[src/rtl/fifo_uart_tx.sv]
// rtl/fifo_uart_tx.sv - drains a FWFT FIFO and serialises each byte as a UART 8N1 frame
// Optional even parity bit between data and stop: define FIFO_UART_TX_PARITY_EN.
module fifo_uart_tx #(
  parameter int CLKS_PER_BIT = 10417
) (
  input  logic       clk,
  input  logic       rst,
  input  logic       tx_en,
  input  logic       empty,
  input  logic [7:0] pop_data,
  output logic       pop,
  output logic       tx,
  output logic       tx_busy,
  output logic       tx_done
);

  localparam int TW = (CLKS_PER_BIT > 2) ? $clog2(CLKS_PER_BIT) : 1;
  localparam logic [TW-1:0] TICK_LAST = TW'(CLKS_PER_BIT - 1);

  typedef enum logic [2:0] {
    IDLE   = 3'd0,
    START  = 3'd1,
    DATA   = 3'd2,
    PARITY = 3'd3,
    STOP   = 3'd4
  } state_t;

  state_t          state_q, state_d;
  logic [TW-1:0]   tick_q, tick_d;
  logic [2:0]      bit_q, bit_d;
  logic [7:0]      shift_q, shift_d;
  logic            tx_q, tx_d;
  logic            pop_q, pop_d;
  logic            busy_q, busy_d;
  logic            done_q, done_d;

  logic            bit_end;
  logic [2:0]      bit_nxt;

  assign bit_end = (tick_q == TICK_LAST);
  assign bit_nxt = bit_q + 3'd1;

  always_ff @(posedge clk) begin
    if (rst) begin
      state_q <= IDLE;
      tick_q  <= '0;
      bit_q   <= 3'd0;
      shift_q <= 8'h00;
      tx_q    <= 1'b1;
      pop_q   <= 1'b0;
      busy_q  <= 1'b0;
      done_q  <= 1'b0;
    end else begin
      state_q <= state_d;
      tick_q  <= tick_d;
      bit_q   <= bit_d;
      shift_q <= shift_d;
      tx_q    <= tx_d;
      pop_q   <= pop_d;
      busy_q  <= busy_d;
      done_q  <= done_d;
    end
  end

  always_comb begin
    state_d = state_q;
    tick_d  = tick_q;
    bit_d   = bit_q;
    shift_d = shift_q;
    tx_d    = tx_q;
    pop_d   = 1'b0;
    busy_d  = busy_q;
    done_d  = 1'b0;

    unique case (state_q)
      IDLE: begin
        tx_d   = 1'b1;
        busy_d = 1'b0;
        tick_d = '0;
        bit_d  = 3'd0;
        // The byte is captured together with the pop, so later pop_data changes cannot leak in.
        if (tx_en && !empty) begin
          shift_d = pop_data;
          pop_d   = 1'b1;
          tx_d    = 1'b0;
          busy_d  = 1'b1;
          state_d = START;
        end
      end

      START: begin
        if (bit_end) begin
          tick_d  = '0;
          bit_d   = 3'd0;
          tx_d    = shift_q[0];
          state_d = DATA;
        end else begin
          tick_d = tick_q + TW'(1);
        end
      end

      DATA: begin
        if (bit_end) begin
          tick_d = '0;
          if (bit_q == 3'd7) begin
`ifdef FIFO_UART_TX_PARITY_EN
            tx_d    = ^shift_q;
            state_d = PARITY;
`else
            tx_d    = 1'b1;
            state_d = STOP;
`endif
          end else begin
            bit_d = bit_nxt;
            tx_d  = shift_q[bit_nxt];
          end
        end else begin
          tick_d = tick_q + TW'(1);
        end
      end

`ifdef FIFO_UART_TX_PARITY_EN
      PARITY: begin
        if (bit_end) begin
          tick_d  = '0;
          tx_d    = 1'b1;
          state_d = STOP;
        end else begin
          tick_d = tick_q + TW'(1);
        end
      end
`endif

      STOP: begin
        tx_d = 1'b1;
        if (bit_end) begin
          tick_d  = '0;
          done_d  = 1'b1;
          busy_d  = 1'b0;
          state_d = IDLE;
        end else begin
          tick_d = tick_q + TW'(1);
        end
      end

      default: begin
        tick_d  = '0;
        bit_d   = 3'd0;
        tx_d    = 1'b1;
        busy_d  = 1'b0;
        state_d = IDLE;
      end
    endcase
  end

  assign pop     = pop_q;
  assign tx      = tx_q;
  assign tx_busy = busy_q;
  assign tx_done = done_q;

endmodule

[config.mk]
export PLATFORM = sky130hd
export DESIGN_NAME = fifo_uart_tx
export DESIGN_NICKNAME = d
export VERILOG_FILES = /design/src/rtl/fifo_uart_tx.sv
export SDC_FILE = /design/constraint.sdc
export NUM_CORES = 1
export LEC_CHECK = 0
export ABC_AREA = 1
export CORE_MARGIN = 2
export CORE_UTILIZATION = 60
export CTS_BUF_LIST = sky130_fd_sc_hd__clkbuf_4
export DETAILED_ROUTE_END_ITERATION = 7
export HOLD_SLACK_MARGIN = 0.1
export PLACE_DENSITY = 0.94
export SETUP_SLACK_MARGIN = 0.5
export SLEW_MARGIN = 10
export SYNTH_ARGS = -nofsm -noshare
export SYNTH_HDL_FRONTEND = slang
export SYNTH_SLANG_ARGS = --single-unit
[constraint.sdc]
create_clock -name clk -period 4.09 [get_ports clk]
set_input_delay 0.6135 -clock clk [delete_from_list [all_inputs] [get_ports clk]]
set_output_delay 0.6135 -clock clk [all_outputs]
set_load 0.005 [all_outputs]
==> impl_metrics.toml <==
[status]
status = "finished, final reports clean"

[timing]
setup_viol = 0
final.setup.worst_slack_ns = 2.26
tns_ns = 0
fin_skew_ns = 0.00696
rsz0062_at_grt = "no"
drv_slew = 0
finalCriticalPeriod_ns = 1.83
worst-slew-pin-transition_ns = 0.428
finalCritPeriodShare_pct = 44.7
hold_viol = 0
slew_headroom_pct = 71.4
max_freq_mhz = 546

[floorplan]
start_util_pct = 62.7
dieArea_um2 = 3330
coreArea_um2 = 2760
die_w_um = 57.7
pin_count = 16
rows = 19
die_h_um = 57.7

[critical_path]
path_class = "reg2out"
slowest_stage = "clkdlybuf4s50_1"
worstPathBufferInverterCount = 1
cp_max_fo = 2
end_kind = "output pin"
crit_chain = "clkdlybuf4s50_1"
cpPeakStageDelay_ns = 0.51
worst_setup_path_start_kind = "register"
cpLargestDelayFamily = "buffers and inverters"
cp.required_ns = 3.48
crit_arrival_ns = 1.22

[yosys]
synth_seq_cells = 32
synth-edff-count = 0
syn_inst = 241
yosys_most_used_dff = "dfxtp_1"
ys_seq_area_share_pct = 37.0
async_flop_share_pct = 0
synth_nets = 257
synth.yosys.warnings = 0
ys_types = 28
avgSynthCellArea_um2 = 7.17
synth_area_um2 = 1730

[finish]
final_layout_size_suffix_gt1_share_pct = 20.4
num-nets-final = 275
diodes = 0
areaGrowthSynthToFinish_pct = 14.4

[flow_run]
maxCapViolCount = 0

[route]
ant_nets = 0
first_iter_violations = 94
dr.pass1.iters = 4
wl_met2_um = 1790
drt-vias-per-instance = 5.40
drc = 0
wl_um = 3530
num_vias = 1572
avgRoutedWirePerCell_um = 12.1
top_layer_used = "met4"
wl_met1_um = 1490
dr_wl_met3_um = 172

[place]
preCtsSetupSlack_ns = 2.10
gp_congestion = 0.887
io_buffers = 15
hpwl_um = 2530

[global_route]
grt_pass1_wl_um = 5980
antenna_found_initial = 0
gr-usage-all-layers_pct = 23.7
grt_overflow = 0
grt_max_degree = 14
grt_pass1_vias = 1472

[clock_network]
cts_buffers = 5
clock_latency_ns = 0.34
ctsRootBufferMaster = "clkbuf_4"
path_clk_slew_ns = 0.10
htreeDepth = 2
cts.sinks = 32
cts_tree = "done"
cts_resized = 0
hold_buffers = 0
postCtsSetupBuffers = 0
cts_buffer_depth = 2

[power_and_ir_drop]
p_leak_nw = 0.821
p_per_area_nw_per_um2 = 478
ir_drop_v = 0.000444

[worst_hold_path]
hold_path_class = "reg2reg"
sequential cells by signal, indices dropped and copies added (netlist names):
register / count
bit_q: 3
pop: 1
tx: 1
shift_q: 8
state_q: 3
tx_busy: 1
tx_done: 1
tick_q: 14
cell families after synthesis:
kind of cell	count (synthesis)	share of synthesized area (%)
adder cells (fa/ha/maj)	4	2.89
buffers and inverters	40	8.97
flip-flops	32	37.0
XOR/XNOR	4	2.03
AND/OR/NAND/NOR	138	40.5
AO/OA/AOI/OAI	23	8.54
synthesized netlist by cell type, types with 4 or more instances:
master | number | area [um2]
a21oi_1 | 6 | 30.0
a21oi_2 | 4 | 35.0
buf_2 | 4 | 20.0
dfxtp_1 | 32 | 641
ha_1 | 4 | 50.1
inv_1 | 21 | 78.8
inv_2 | 14 | 52.6
nand2_1 | 42 | 158
nand2_2 | 4 | 25.0
nand2_4 | 4 | 45.0
nand3_1 | 21 | 105
nand4_1 | 10 | 62.6
nor2_1 | 38 | 143
nor2_2 | 9 | 56.3
o21ai_0 | 8 | 40.0
xor2_1 | 4 | 35.0
power breakdown:
| group | internal (W) | total [W] | leakage [nW] | switching (W) |
|---|---|---|---|---|
| Sequential | 0.000350 | 0.000385 | 0.260 | 0.0000360 |
| Clock | 0.000135 | 0.000246 | 0.0456 | 0.000111 |
| Combinational | 0.000116 | 0.000315 | 0.515 | 0.000198 |
stage by stage:
step | hold slack [ns] | instances | power [W] | cell area, um2 | util (%)
finish | 0.481 | 291 | 0.000946 | 1980 | 71.7
global route | 0.519 | 291 | 0.00100 | 1980 | 71.7
CTS | 0.487 | 291 | 0.000947 | 1980 | 71.7
detailed placement | 0.462 | 283 | 0.000703 | 1900 | 68.8
global placement | 0.453 | 283 | 0.000689 | 1900 | 68.8
floorplan | 0.439 | 241 | 0.000627 | 1730 | -
layout by cell type, fill, tap and decap left out, types with 6 or more instances in the layout:
cell	synthesis	layout
nand2_1	42	42
nor2_1	38	38
dfxtp_1	32	32
inv_1	21	21
nand3_1	21	21
clkdlybuf4s50_1	0	15
inv_2	14	14
nand4_1	10	10
nor2_2	9	9
o21ai_0	8	8
a21oi_1	6	6
clkbuf_4	0	6
worst paths after layout:
check	from	end	slack (ns)	depth (start not counted)
max	tx_busy	tx_busy	2.26	1
min	tick_q[0]	tick_q[0]	0.48	1
max reg2reg	bit_q[0]	tx	2.52	10
min reg2reg	tick_q[0]	tick_q[0]	0.48	1
final cells by class:
cell class	instances	area (um2)
Tap cell	31	38.8
Fill cell	216	779
Inverter	36	135
Multi-Input combinational cell	169	933
Timing Repair Buffer	15	150
Clock buffer	6	45.0
Sequential cell	32	641
Clock inverter	2	35.0
metal layers:
layer  vias up  track usage (%)
met1       706             25.7
li1        803                -
met3         9             5.58
met2        54             41.1
met4         0             15.3
met5         -                0
Note: power is estimated with default switching activity, not from simulation.
